--- config.mk ---
export PLATFORM = sky130hd
export DESIGN_NAME = segway_pwr_seq
export DESIGN_NICKNAME = d
export VERILOG_FILES = /design/src/rtl/segway_pkg.sv /design/src/rtl/ss_ramp_cnt.sv /design/src/rtl/segway_pwr_seq.sv
export SDC_FILE = /design/constraint.sdc
export NUM_CORES = 1
export LEC_CHECK = 0
export BUFFER_PORTS_ARGS = -buffer_cell sky130_fd_sc_hd__buf_2
export CAP_MARGIN = 20
export CELL_PAD_IN_SITES_DETAIL_PLACEMENT = 1
export CELL_PAD_IN_SITES_GLOBAL_PLACEMENT = 1
export CORE_MARGIN = 2
export CORE_UTILIZATION = 44
export CTS_CLUSTER_SIZE = 12
export DETAILED_ROUTE_END_ITERATION = 16
export PLACE_DENSITY = 0.77
export SKIP_LAST_GASP = 1
export SLEW_MARGIN = 10
export SYNTH_ARGS = -nofsm -noshare
export SYNTH_HDL_FRONTEND = slang
export SYNTH_SLANG_ARGS = --single-unit
--- constraint.sdc ---
create_clock -name clk -period 3.9 [get_ports clk]
set_input_delay 1.17 -clock clk [delete_from_list [all_inputs] [get_ports clk]]
set_output_delay 1.17 -clock clk [all_outputs]
set_load 0.01 [all_outputs]
--- src/rtl/segway_pkg.sv ---
// Shared types and constants for the Segway power/soft-start sequencer.
package segway_pkg;

    typedef enum logic [2:0] {
        OFF,
        RAMP,
        RUN,
        STOP,
        FAULT
    } seq_state_t;

    localparam logic [7:0] SS_MAX     = 8'hFF;
    localparam int         SS_DIV_DEF = 4;
    localparam int         TF_CNT_DEF = 3;

endpackage

--- src/rtl/ss_ramp_cnt.sv ---
// Soft-start ramp counter: a vld prescaler that steps a saturating
// 8-bit up/down scale once every SS_DIV counted strobes.
import segway_pkg::*;

module ss_ramp_cnt #(
    parameter int SS_DIV = SS_DIV_DEF
) (
    input  logic       clk,
    input  logic       rst,
    input  logic       vld,
    input  logic       up,
    input  logic       dn,
    input  logic       clr_pre,
    output logic [7:0] ss_tmr,
    output logic [7:0] ss_nxt
);

    // SS_DIV=1 still gets a 1-bit prescaler; it simply never leaves 0.
    localparam int              PRE_W    = (SS_DIV > 1) ? $clog2(SS_DIV) : 1;
    localparam logic [PRE_W-1:0] PRE_LAST = PRE_W'(SS_DIV - 1);

    logic [PRE_W-1:0] pre;
    logic [PRE_W-1:0] pre_nxt;
    logic             tick;
    logic             step;

    // Next prescaler and scale values; the step only happens on the last prescaler count.
    always_comb begin
        // NOTE: every output of a combinational block gets a default first so no latch is inferred.
        ss_nxt  = ss_tmr;
        pre_nxt = pre;
        tick    = vld && (up || dn);
        step    = tick && (pre == PRE_LAST);
        if (step) begin
            if (up) begin
                if (ss_tmr != SS_MAX) ss_nxt = ss_tmr + 8'd1;
            end else if (ss_tmr != 8'd0) begin
                ss_nxt = ss_tmr - 8'd1;
            end
        end
        if (clr_pre || step) begin
            pre_nxt = '0;
        end else if (tick) begin
            pre_nxt = pre + 1'b1;
        end
    end

    // Prescaler and scale registers.
    always_ff @(posedge clk) begin
        // NOTE: sequential state uses non-blocking assignments so every flop samples pre-edge values.
        if (rst) begin
            pre    <= '0;
            ss_tmr <= 8'd0;
        end else begin
            pre    <= pre_nxt;
            ss_tmr <= ss_nxt;
        end
    end

endmodule

--- src/rtl/segway_pwr_seq.sv ---
// Power/soft-start sequencer for the Segway motor-math datapath: ramps
// ss_tmr on power request, ramps down on release, and latches an
// overspeed fault after TF_CNT consecutive too_fast samples.
import segway_pkg::*;

module segway_pwr_seq #(
    parameter int SS_DIV = SS_DIV_DEF,
    parameter int TF_CNT = TF_CNT_DEF
) (
    input  logic       clk,
    input  logic       rst,
    input  logic       pwr_req,
    input  logic       vld,
    input  logic       too_fast,
    input  logic       en_steer_in,
    output logic [7:0] ss_tmr,
    output logic       pwr_up,
    output logic       en_steer,
    output logic       fault,
    output logic       ramp_done
);

    localparam logic [3:0] TF_LAST = 4'(TF_CNT - 1);

    seq_state_t state;
    seq_state_t state_nxt;
    logic [3:0] tf_cnt;
    logic [3:0] tf_cnt_nxt;
    logic [7:0] ss_nxt;
    logic       ovs_active;
    logic       trip;
    logic       up;
    logic       dn;
    logic       clr_pre;

    // A trip pre-empts both the ramp step and a release, so the up step is
    // suppressed on the tripping strobe and the scale holds its value.
    assign ovs_active = (state == RAMP) || (state == RUN);
    assign trip       = ovs_active && vld && too_fast && (tf_cnt == TF_LAST);
    assign up         = (state == RAMP) && pwr_req && !trip;
    assign dn         = ((state == STOP) && !pwr_req) || (state == FAULT);
    assign clr_pre    = (state_nxt != state);
    assign en_steer   = en_steer_in && (state == RUN);

    ss_ramp_cnt #(
        .SS_DIV (SS_DIV)
    ) u_ramp (
        .clk     (clk),
        .rst     (rst),
        .vld     (vld),
        .up      (up),
        .dn      (dn),
        .clr_pre (clr_pre),
        .ss_tmr  (ss_tmr),
        .ss_nxt  (ss_nxt)
    );

    // Next-state decode; RUN/OFF are entered on the edge the scale reaches its end value.
    always_comb begin
        state_nxt = state;
        case (state)
            OFF:   if (pwr_req) state_nxt = RAMP;
            RAMP: begin
                if (trip)                  state_nxt = FAULT;
                else if (!pwr_req)         state_nxt = STOP;
                else if (ss_nxt == SS_MAX) state_nxt = RUN;
            end
            RUN: begin
                if (trip)          state_nxt = FAULT;
                else if (!pwr_req) state_nxt = STOP;
            end
            STOP: begin
                if (pwr_req)             state_nxt = RAMP;
                else if (ss_nxt == 8'd0) state_nxt = OFF;
            end
            FAULT: if ((ss_tmr == 8'd0) && !pwr_req) state_nxt = OFF;
            default: state_nxt = OFF;
        endcase
    end

    // Overspeed run-length counter; any state change restarts the count.
    always_comb begin
        tf_cnt_nxt = tf_cnt;
        if (state_nxt != state) begin
            tf_cnt_nxt = 4'd0;
        end else if (ovs_active && vld) begin
            tf_cnt_nxt = too_fast ? tf_cnt + 4'd1 : 4'd0;
        end
    end

    // State and registered outputs; pwr_up drops in FAULT once the scale is at zero.
    always_ff @(posedge clk) begin
        if (rst) begin
            state     <= OFF;
            tf_cnt    <= 4'd0;
            fault     <= 1'b0;
            pwr_up    <= 1'b0;
            ramp_done <= 1'b0;
        end else begin
            state     <= state_nxt;
            tf_cnt    <= tf_cnt_nxt;
            fault     <= (state_nxt == FAULT);
            ramp_done <= (state_nxt == RUN);
            pwr_up    <= (state_nxt == FAULT) ? (ss_nxt != 8'd0) : (state_nxt != OFF);
        end
    end

endmodule

# Yosys cells after proc, flatten, opt, wreduce, memory -nomap -nowiden
# Index checks and enable logic that the tools add are counted.
[word_totals] regBits=20 latchBits=0 ramBits=0 romBits=0 in_bits=6 output_inout_bits=12 word_cells=62 n_memories=0
[classes] n_addsub=4 multipliers=0 div_mod_pow=0 n_lt_le_gt_ge=0 eq_ne=11 n_shift=0 muxes=16 bitwise=0 reduce_logical=24
[op_table] cell="two-way mux 8 bit" n=4
[op_table] cell="two-way mux 3 bit" n=9
[op_table] cell="zero test 8 bit" n=2
[op_table] cell="nonzero test 8 bit" n=2
[op_table] cell="case mux 3 bit (5 select lines)" n=1
[op_table] cell="logical AND 1 bit" n=10
[op_table] cell="equality test 3 x 2 -> 1 bit, second input constant" n=3
[op_table] cell="adder 8 x 1 -> 8 bit, second input constant" n=1
[op_table] cell="equality test 8 bit, second input constant" n=1
[op_table] cell="!= test 8 bit, second input constant" n=1
[op_table] cell="subtractor 8 x 1 -> 8 bit, second input constant" n=1
[op_table] cell="equality test 3 bit, second input constant" n=2
[op_table] cell="adder 4 x 1 -> 4 bit, second input constant" n=1
[op_table] cell="equality test 4 x 2 -> 1 bit, second input constant" n=1
[op_table] cell="logical OR 1 bit" n=4
[op_table] cell="two-way mux 4 bit" n=1
[op_table] cell="OR reduction 2 bit" n=2
[op_table] cell="equality test 3 x 1 -> 1 bit, second input constant" n=1
[op_table] cell="zero test 3 bit" n=1
[op_table] cell="!= test 3 bit" n=1
[op_table] cell="nonzero test 3 bit" n=1
[op_table] cell="adder 2 x 1 -> 2 bit, second input constant" n=1
[op_table] cell="equality test 2 bit, second input constant" n=1
[op_table] cell="zero test 1 bit" n=2
[op_table] cell="two-way mux 1 bit" n=1

# Logic depth before layout (Yosys ltp)
# Gate-level depths: netlist of run 1.
[depth] word_depth=19 depth_mapped=13

# Cells and area by module
# Synthesis of run 1 repeated with hierarchy kept, for this count alone.
[unflattened] hier_cells=199 area_unflattened_um2=1671.6
[modules_own_cells] mod="ss_ramp_cnt" n_inst=1 cells_each=119 area_each_um2=1019.7 seq_area_each_um2=200.2
[modules_own_cells] mod="segway_pwr_seq" n_inst=1 cells_each=80 area_each_um2=651.9 seq_area_each_um2=200.2

# Least setup slack after synthesis of run 1
# OpenSTA, ideal clock, no wires.
[synth_path] path_type="input to register" from="input pwr_req" to="register ramp_done" setup_ns=0.059 arrival_time_ns=3.437 slack_ns=0.404 path_stages=10 n_path_buf=2 cell_sequence="clkbuf_1 -> and4bb_2 -> clkbuf_8 -> a2111oi_0 -> a22o_2 -> a211oi_2 -> a2111o_1 -> or3_4 -> a31oi_4 -> and2_1"
[synth_via] elab_chain_cells=13 elab_cells_between_ends=24 cone_classes="eq/ne (2); mux (12); reduce/logical (10)"
[synth_rtl] element="start: declaration" line="segway_pwr_seq.sv:12" text="input logic pwr_req,"
[synth_rtl] element="zero test 1 bit" line="segway_pwr_seq.sv:41, segway_pwr_seq.sv:76"
[synth_rtl] element="logical AND 1 bit" line="segway_pwr_seq.sv:41" text="assign dn = ((state == STOP) && !pwr_req) || (state == FAULT);"
[synth_rtl] element="logical OR 1 bit" line="segway_pwr_seq.sv:41"
[synth_rtl] element="logical OR 1 bit" line="ss_ramp_cnt.sv:32" text="tick = vld && (up || dn);"
[synth_rtl] element="logical AND 1 bit" line="ss_ramp_cnt.sv:32"
[synth_rtl] element="logical AND 1 bit" line="ss_ramp_cnt.sv:33" text="step = tick && (pre == PRE_LAST);"
[synth_rtl] element="two-way mux 8 bit" line="ss_ramp_cnt.sv:34" text="if (step) begin"
[synth_rtl] element="equality test 8 bit" line="segway_pwr_seq.sv:66" text="else if (ss_nxt == SS_MAX) state_nxt = RUN;"
[synth_rtl] element="two-way mux 3 bit" line="segway_pwr_seq.sv:66"
[synth_rtl] element="two-way mux 3 bit" line="segway_pwr_seq.sv:65" text="else if (!pwr_req) state_nxt = STOP;"
[synth_rtl] element="two-way mux 3 bit" line="segway_pwr_seq.sv:64" text="if (trip) state_nxt = FAULT;"
[synth_rtl] element="case mux 3 bit (5 select lines) *" line="segway_pwr_seq.sv:61" text="case (state)"
[synth_rtl] element="equality test 3 x 2 -> 1 bit *" line="segway_pwr_seq.sv:103" text="ramp_done <= (state_nxt == RUN);"
[synth_rtl] element="end signal: assignment" line="segway_pwr_seq.sv:103"
[synth_rtl] element="end: declaration" line="segway_pwr_seq.sv:20" text="output logic ramp_done"
# Every way passes the cells marked *; elsewhere a longest branch is shown, timed or not.
# A chain may end at the register's enable or synchronous reset.

# Final worst setup path of run 1
[layout_path] from="input vld" to="register tf_cnt[1]"
[layout_via] elab_chain_cells=16 elab_cells_between_ends=21 cone_classes="eq/ne (2); mux (9); reduce/logical (10)"
[layout_rtl] element="start: declaration" line="segway_pwr_seq.sv:13" text="input logic vld,"
[layout_rtl] element="logical AND 1 bit" line="segway_pwr_seq.sv:39, segway_pwr_seq.sv:86"
[layout_rtl] element="logical AND 1 bit (2 in a row)" line="segway_pwr_seq.sv:39" text="assign trip = ovs_active && vld && too_fast && (tf_cnt == TF_LAST);"
[layout_rtl] element="zero test 1 bit" line="segway_pwr_seq.sv:40" text="assign up = (state == RAMP) && pwr_req && !trip;"
[layout_rtl] element="logical AND 1 bit" line="segway_pwr_seq.sv:40"
[layout_rtl] element="logical OR 1 bit" line="ss_ramp_cnt.sv:32"
[layout_rtl] element="logical AND 1 bit" line="ss_ramp_cnt.sv:32"
[layout_rtl] element="logical AND 1 bit" line="ss_ramp_cnt.sv:33"
[layout_rtl] element="two-way mux 8 bit" line="ss_ramp_cnt.sv:34"
[layout_rtl] element="equality test 8 bit" line="segway_pwr_seq.sv:66"
[layout_rtl] element="two-way mux 3 bit" line="segway_pwr_seq.sv:66"
[layout_rtl] element="two-way mux 3 bit" line="segway_pwr_seq.sv:65"
[layout_rtl] element="two-way mux 3 bit" line="segway_pwr_seq.sv:64"
[layout_rtl] element="case mux 3 bit (5 select lines)" line="segway_pwr_seq.sv:61"
[layout_rtl] element="!= test 3 bit" line="segway_pwr_seq.sv:84" text="if (state_nxt != state) begin"
[layout_rtl] element="OR reduction 2 bit (no source line)"
[layout_rtl] element="end signal: assignment" line="segway_pwr_seq.sv:101" text="tf_cnt <= tf_cnt_nxt;"
[layout_rtl] element="end: declaration" line="segway_pwr_seq.sv:27" text="logic [3:0] tf_cnt;"
# Parallel ways exist; a longest one is shown, timed or not.

==> impl_metrics.tcl, run 1 <==
set metrics [dict create \
    dr.pass1.iters 4 \
    wl_per_cell_um 17.7 \
    overflow 0 \
    first_global_vias 1752 \
    maxCapViolations 0 \
    cts_tree "built" \
    layout-drive-gt1-share 0.261 \
    die-width_um 69.0 \
    hpwl_um 3910 \
    finClkSkew_ns 0.00617 \
    status "finished clean" \
    ys_async_sr_fraction 0 \
    cp_num_buf_inv 2 \
    ys.flop_type "dfxtp_1" \
    htreeDepth 1 \
    synth-compound-area-share 0.336 \
    initial_core_util 0.461 \
    drt_iter0_markers 148 \
    insertedDiodeCount 0 \
    ys_seq_area_frac 0.215 \
    grt_pass1_wl_um 8450 \
    setup_violations 0 \
    drv_slew 0 \
    synth_cells 228 \
    io_pins 18 \
    root_buffer "clkbuf_8" \
    clkSinkCount 20 \
    ctsHoldBuffers 0 \
    drc 0 \
    crit_fanout 12 \
    worst_pin_slew_ns 0.760 \
    end_kind "register" \
    grt_max_degree 17 \
    critPathArrivalTime_ns 3.80 \
    clockBufferDepth 2 \
    synthMuxAreaShare 0.0121 \
    hold_viol_final 0 \
    vdd_drop_max_v 0.000103 \
    fmaxAchievable_mhz 274 \
    synth_top_area_frac 0.215 \
    gp_congestion 0.883 \
    drt-total-wl_um 5220 \
    vias 1830 \
    synthAdderAreaFrac 0.0337 \
    post_cts_resized 0 \
    yosysTopAreaCell "dfxtp_1" \
    core_area_um2 4030 \
    slowest_delay_ns 0.47 \
    path_cells "buf_2 > and4bb_2 > and3_1 > o22ai_1 > and3_2 > nor4_1 > and4_2 > a2111oi_4 > o311ai_2 > buf_4 > nor3_1" \
    fillCellCount 511 \
    ant_nets 0 \
    yosys.area_share.simple 0.284 \
    slew_headroom 0.489 \
    worst_path_max_delay_cell "and3_1" \
    die_y_um 69.0 \
    power_uw 454 \
    via_per_inst 6.20 \
    die_area_um2 4760 \
    cp_top_family "simple AND/OR/NAND/NOR gates" \
    io_buffers 17 \
    critPathRequiredTime_ns 4.05 \
    synthesis.area_um2 1860 \
    hold_path_class "reg2reg" \
    ys_ff_latch 20 \
    clk_pin_slew_ns 0.08 \
    synth-edff-count 0 \
    criticalPathCategory "in2reg" \
    multiInputGateArea_um2 1240 \
    avgSynthCellArea_um2 8.15 \
    start_kind "primary input" \
    synth-xor-area-share 0.00471 \
    synthTopCellsByArea "dfxtp_1 22%, clkbuf_8 5.2%, a21oi_1 4.0%, o21ai_0 3.8%, nand2_1 3.6%" \
    tns_ns 0 \
    yosysMostFrequentCell "dfxtp_1" \
    period_needed_ns 3.66 \
    synth_top_family_by_area "compound AO/OA/AOI/OAI gates" \
    grt_use_total 0.240 \
    period_share 0.937 \
    power_density_nw_per_um2 228 \
    synth.distinct_cells 69 \
    synth_fp_nets 239 \
    row_count 23 \
    syn2layout_area_growth_pct 7.14 \
    antenna_found_initial 0 \
    seq_area_um2 400 \
    synth_commonest_cells "20 x dfxtp_1, 18 x nand2_1, 15 x a21oi_1, 15 x nor2_1, 14 x o21ai_0" \
    rsz0062_at_grt "false" \
    p_leak_nw 0.767 \
    cts_buffers 3 \
    synth_warnings 0 \
    clock_latency_ns 0.26 \
    nets 257 \
    postCtsSetupBuffers 0 \
]
[kinds of logic (layout without fill, tap and decap cells)]
family	Yosys count	count (layout)
AOI/OAI and AO/OA	82	82
buffers and inverters	28	45
and+or+nand+nor	90	90
adders and majority gates	5	5
DFF	20	20
xor gates and xnor gates	1	1
muxes	2	2
[worst paths after layout]
kind | to | start | cells past startpoint | slack [ns]
max | tf_cnt[1]$_SDFFE_PP0N_ | vld | 11 | 0.24
min | u_ramp.pre[1]$_SDFFE_PP0P_ | u_ramp.pre[1]$_SDFFE_PP0P_ | 2 | 0.47
min reg2reg | u_ramp.pre[1]$_SDFFE_PP0P_ | u_ramp.pre[1]$_SDFFE_PP0P_ | 2 | 0.47
max reg2reg | tf_cnt[1]$_SDFFE_PP0N_ | u_ramp.ss_tmr[1]$_SDFF_PP0_ | 11 | 0.33
[metrics by stage]
stage	setup WS [ns]	std cells	utilization	hold slack [ns]	area (um^2)
6_report	0.244	295	0.494	0.471	1990
5_1_grt	0.0372	295	0.494	0.483	1990
4_1_cts	0.298	295	0.494	0.477	1990
3_5_place_dp	0.0293	291	0.480	0.462	1940
3_3_place_gp	0.105	291	0.480	0.451	1940
2_1_floorplan	0.404	228	-	0.444	1860
[state kept, by name, indices dropped and copies added (netlist names)]
register       cells
pwr_up             1
u_ramp.ss_tmr      8
state              3
ramp_done          1
tf_cnt             4
u_ramp.pre         2
fault              1
[cell type report]
cell class,count,area share
Multi-Input combinational cell,180,0.625
Sequential cell,20,0.201
Timing Repair Buffer,31,0.0955
Tap cell,50,0.0314
Clock buffer,4,0.0277
Inverter,10,0.0189
[layer usage]
metal	up-vias	share of wire	global-route usage
met3	8	0.038	0.0308
li1	908	-	-
met1	869	0.46	0.304
met5	-	0	0
met2	45	0.48	0.418
met4	0	0.017	0.0784
[report_power, final]
group / internal [mW] / switching, mW
clock network: 0.0899 / 0.0719
logic: 0.0306 / 0.0461
registers: 0.209 / 0.00652
[worst register-to-register path, stage by stage (launching register included)]
cell       delay [ns]
dfxtp_1          0.49
ha_1             0.32
nand3_1          0.18
o31ai_1          0.70
o22ai_1          0.19
and3_2           0.27
nor4_1           0.38
and4_2           0.33
a2111oi_4        0.08
o311ai_2         0.27
buf_4            0.19
nor3_1           0.05
[placed cells by master (no fill, tap or decap), types with 3 or more instances in the layout]
cell type,n
ha_1,5
o22ai_1,6
a21boi_0,4
o211ai_1,3
nand4_1,3
buf_4,14
a21oi_1,15
nor3_1,8
clkbuf_8,4
a211oi_1,4
nor2b_1,4
o21ai_0,14
nand2b_1,3
or3_1,4
and3_2,3
a2111o_1,3
buf_2,17
a31oi_1,3
o31ai_1,4
nand3_1,9
dfxtp_1,20
nor2_1,15
nand2_1,18
inv_1,10
Note: power is estimated with default switching activity, not from simulation.
==> run 2, diff against run 1 <==
--- a/config.mk
+++ b/config.mk
@@ -13,7 +13,7 @@
 export CORE_UTILIZATION = 44
 export CTS_CLUSTER_SIZE = 12
 export DETAILED_ROUTE_END_ITERATION = 16
-export PLACE_DENSITY = 0.77
+export PLACE_DENSITY = 0.78
 export SKIP_LAST_GASP = 1
 export SLEW_MARGIN = 10
 export SYNTH_ARGS = -nofsm -noshare
==> run 2 against run 1 <==
Non-clock buffer count increased by 2. Hold slack worse by 0.0025 ns. Design area increased by 0.75%. Clock-buffer cell count unchanged. Sequential power hardly changed. Setup slack better by 0.061 ns. Sequential share of layout area down 0.15 points. Cell count up 0.68%. Routed wire length down 2.4%. Global-route usage barely moved. Clock skew is 0.00085 ns higher. Clock power is essentially flat. Critical endpoint is now tf_cnt[3]$_SDFFE_PP0N_.
==> impl_metrics.tcl, run 2 (synthesis results as in run 1) <==
set metrics [dict create \
    status "finished clean" \
    vdd_drop_max_v 0.000156 \
    maxCapViolations 0 \
    dr.pass1.iters 5 \
    hold_viol_final 0 \
    gp_congestion 0.887 \
    nets 259 \
    start_kind "primary input" \
    critPathArrivalTime_ns 3.74 \
    core_area_um2 4030 \
    end_kind "register" \
    insertedDiodeCount 0 \
    cts_tree "built" \
    grt_max_degree 17 \
    die_area_um2 4760 \
    largest_register_ffs 8 \
    wl_met2_um 2470 \
    rsz0062_at_grt "false" \
    place_area_um2 1950 \
    layout_common_cells "20 x dfxtp_1, 18 x nand2_1, 17 x buf_2" \
    clkSinkCount 20 \
    hpwl_um 3810 \
    die-width_um 69.0 \
    slowest_delay_ns 0.44 \
    slew_headroom 0.545 \
    critPathRequiredTime_ns 4.05 \
    row_count 23 \
    clock_latency_ns 0.27 \
    stdcell_count 297 \
    top_layer "met4" \
    via_per_inst 6.14 \
    postCtsSetupBuffers 0 \
    grt_use_total 0.239 \
    top_register "u_ramp.ss_tmr" \
    p_leak_nw 0.775 \
    first_global_vias 1771 \
    io_buffers 17 \
    io_pins 18 \
    hold_ws_ns 0.469 \
    drc 0 \
    clockBufferDepth 2 \
    htreeDepth 1 \
    wl_met3_um 140 \
    drt_iter0_markers 109 \
    grt_pass1_wl_um 8480 \
    worst_pin_slew_ns 0.677 \
    mostFrequentLayoutCell "dfxtp_1" \
    criticalPathCategory "in2reg" \
    period_needed_ns 3.59 \
    root_buffer "clkbuf_8" \
    antenna_found_initial 0 \
    top_regs "u_ramp.ss_tmr (8), tf_cnt (4), state (3)" \
    hold_path_class "reg2reg" \
    power_density_nw_per_um2 227 \
    place_inst 293 \
    setup_violations 0 \
    vias 1824 \
    crit_fanout 12 \
    overflow 0 \
    drt-total-wl_um 5100 \
    initial_core_util 0.461 \
    clk_pin_slew_ns 0.08 \
    die_y_um 69.0 \
    ant_nets 0 \
    cts_buffers 3 \
    post_cts_resized 0 \
    syn2layout_area_growth_pct 7.95 \
    ctsHoldBuffers 0 \
    drv_slew 0 \
    worst_path_max_delay_cell "and3_1" \
    design_area_um2 2010 \
    period_share 0.922 \
    layout-drive-gt1-share 0.267 \
    wl_per_cell_um 17.2 \
    wl_met1_um 2440 \
    fmaxAchievable_mhz 278 \
    tns_ns 0 \
    finClkSkew_ns 0.00702 \
    path_cells "buf_2 > and4bb_2 > and3_1 > o21ai_0 > o221a_2 > o22ai_1 > and4_2 > a2111oi_4 > o311ai_2 > buf_4 > nor3_1" \
]
## run 2: cell count changes in the layout (fill, tap and decap cells not counted), sizes merged
cell,before,now
buf,31,33
## run 2: final cells by class
type,instances,area (um^2)
tap,50,62.6
inverter,10,37.5
timing repair buffer,33,205
multi-input combinational,180,1240
fill,530,2020
sequential,20,400
clock buffer,4,55.1
## run 2: per-layer routing
layer  vias up  GRT usage
met4         0     0.0613
li1        910          -
met3         5     0.0325
met5         -          0
met2        24      0.416
met1       885      0.311
## run 2: report_power, final
part           leakage [nW]  switching (mW)  internal, mW
clock                0.0288          0.0732        0.0901
sequential            0.162         0.00694         0.209
combinational         0.585          0.0454        0.0304
total                 0.775           0.126         0.330
## run 2: worst paths after layout
path                                    start                          to  slack, ns  cells past startpoint
setup / recovery                          vld      tf_cnt[3]$_SDFFE_PP0N_       0.31                     11
hold / removal     u_ramp.pre[1]$_SDFFE_PP0P_  u_ramp.pre[1]$_SDFFE_PP0P_       0.47                      2
setup reg to reg  u_ramp.ss_tmr[1]$_SDFF_PP0_      tf_cnt[3]$_SDFFE_PP0N_       0.43                     11
hold reg to reg    u_ramp.pre[1]$_SDFFE_PP0P_  u_ramp.pre[1]$_SDFFE_PP0P_       0.47                      2
## run 2: critical path, delay by kind of cell
kind | cells | cell delay [ns]
compound gates | 5 | 1.15
buf+inv | 2 | 0.33
simple gates | 4 | 1.09
## run 2: metrics by stage
| step | worst slack (ns) | utilization | total power [mW] |
|---|---|---|---|
| finish | 0.305 | 0.498 | 0.455 |
| global route | 0.0778 | 0.498 | 0.473 |
| CTS | 0.306 | 0.498 | 0.459 |
| detailed placement | 0.0604 | 0.484 | 0.296 |
| global placement | 0.0860 | 0.484 | 0.294 |
| floorplan | 0.404 | - | 0.278 |
==> run 3, diff against run 2 <==
==> constraint.sdc (replaced) <==
create_clock -name clk -period 3.38 [get_ports clk]
set_input_delay 1.014 -clock clk [delete_from_list [all_inputs] [get_ports clk]]
set_output_delay 1.014 -clock clk [all_outputs]
set_load 0.01 [all_outputs]
==> run 3 against run 2 <==
Combinational power rose by 32%. Critical endpoint is now tf_cnt[1]$_SDFFE_PP0N_. Sequential share of layout area shrank 2.4 points. Via count rose by 8.7%. Clock skew shrank 0.0058 ns. Total power is 18% higher. Cell count rose by 9.8%. Highest routed layer unchanged.
==> impl_metrics.tcl, run 3 (synthesis results as in run 1) <==
set metrics [dict create \
    clkSinkCount 20 \
    insertedDiodeCount 0 \
    htreeDepth 1 \
    nets 288 \
    power_density_nw_per_um2 234 \
    via_per_inst 6.08 \
    drc 0 \
    tns_ns 0 \
    critPathArrivalTime_ns 3.46 \
    io_pins 18 \
    rrSetupSlack_ns 0.18 \
    finClkSkew_ns 0.00123 \
    first_global_vias 1970 \
    top_regs "u_ramp.ss_tmr (8), tf_cnt (4), state (3)" \
    criticalPathCategory "in2reg" \
    end_kind "register" \
    vdd_drop_max_v 0.000146 \
    row_count 23 \
    layout_common_cells "44 x buf_4, 18 x nand2_1, 18 x dfxtp_1" \
    clkPwrFrac 0.347 \
    slew_headroom 0.615 \
    worst_slack_ns 0.0606 \
    place_inst 322 \
    clock_latency_ns 0.26 \
    die_area_um2 4760 \
    rsz0062_at_grt "true" \
    pwr-share-comb 0.187 \
    ant_nets 0 \
    period_needed_ns 3.32 \
    clk_pin_slew_ns 0.08 \
    root_buffer "clkbuf_8" \
    switching_share 0.276 \
    period_share 0.982 \
    power_uw 535 \
    status "finished clean" \
    gp_congestion 0.883 \
    stdcell_count 326 \
    setup_violations 0 \
    power.switching_uw 148 \
    top_register "u_ramp.ss_tmr" \
    die_y_um 69.0 \
    syn2layout_area_growth_pct 23.2 \
    mostFrequentLayoutCell "buf_4" \
    drt_iter0_markers 91 \
    dr.pass1.iters 4 \
    preCtsSetupSlack_ns -0.227 \
    hpwl_um 4630 \
    drv_slew 0 \
    layout-drive-gt1-share 0.384 \
    overflow 0 \
    p_seq_frac 0.466 \
    place_area_um2 2180 \
    hold_viol_final 0 \
    largest_register_ffs 8 \
    critPathRequiredTime_ns 3.52 \
    maxCapViolations 0 \
    grt_pass1_wl_um 9650 \
    start_kind "primary input" \
    wl_per_cell_um 18.7 \
    cts_buffers 3 \
    grt_use_total 0.277 \
    crit_fanout 8 \
    p_int_uw 387 \
    initial_core_util 0.461 \
    worst_pin_slew_ns 0.572 \
    ctsHoldBuffers 0 \
    design_area_um2 2290 \
    die-width_um 69.0 \
    antenna_found_initial 0 \
    fillCellCount 520 \
    p_leak_nw 0.925 \
    io_buffers 17 \
    cts_tree "built" \
    grt_max_degree 13 \
    vias 1983 \
    core_area_um2 4030 \
    clockBufferDepth 2 \
    fmaxAchievable_mhz 301 \
    final_util 0.568 \
    hold_path_class "reg2reg" \
    hold_ws_ns 0.473 \
    drt-total-wl_um 6080 \
]
run 3: metal layers:
layer / vias up / part of all wire / track usage / wire, um
met3: 6 / 0.036 / 0.0438 / 216
met1: 975 / 0.42 / 0.329 / 2580
met4: 0 / 0.0097 / 0.0858 / 59
li1: 964 / - / - / -
met2: 38 / 0.53 / 0.506 / 3230
met5: - / 0 / 0 / 0
run 3: critical path, stage by stage:
cell and delay (ns):
buf_2 0.11, and4bb_2 0.25, and3_1 0.25, buf_12 0.17, nor3_1 0.21, o31ai_1 0.11
buf_4 0.14, or3_1 0.36, o31ai_1 0.17, a2111oi_4 0.15, o311ai_2 0.28, buf_4 0.19
nor3_1 0.06
run 3: power groups by stage:
stage | Combinational (mW) | Sequential [mW] | Clock, mW
after floorplan | 0.0703 | 0.250 | 0
after global placement | 0.0930 | 0.254 | 0
after detailed placement | 0.0959 | 0.254 | 0
after CTS | 0.0969 | 0.249 | 0.189
after global routing | 0.110 | 0.250 | 0.201
final | 0.100 | 0.249 | 0.186
run 3: path summary, 6_finish.rpt:
check | from | to | cells past startpoint
setup / recovery | too_fast | tf_cnt[1]$_SDFFE_PP0N_ | 13
hold / removal | u_ramp.pre[1]$_SDFFE_PP0P_ | u_ramp.pre[1]$_SDFFE_PP0P_ | 2
setup reg to reg | u_ramp.ss_tmr[0]$_SDFF_PP0_ | tf_cnt[1]$_SDFFE_PP0N_ | 13
hold reg to reg | u_ramp.pre[1]$_SDFFE_PP0P_ | u_ramp.pre[1]$_SDFFE_PP0P_ | 2
run 3: cell type report:
| type | count | area, um^2 | area share |
|---|---|---|---|
| Multi-Input combinational cell | 180 | 1300 | 0.566 |
| Timing Repair Buffer | 62 | 435 | 0.190 |
| Sequential cell | 20 | 403 | 0.176 |
| Tap cell | 50 | 62.6 | 0.0273 |
| Clock buffer | 4 | 55.1 | 0.0240 |
| Inverter | 10 | 37.5 | 0.0164 |
run 3: timing repair:
item                                    in CTS  in global routing
gates cloned                                 0                  0
endpoints found under the setup margin       6                  8
pin swaps                                    0                  1
setup buffers                                0                  0
resized for setup                            2                 15
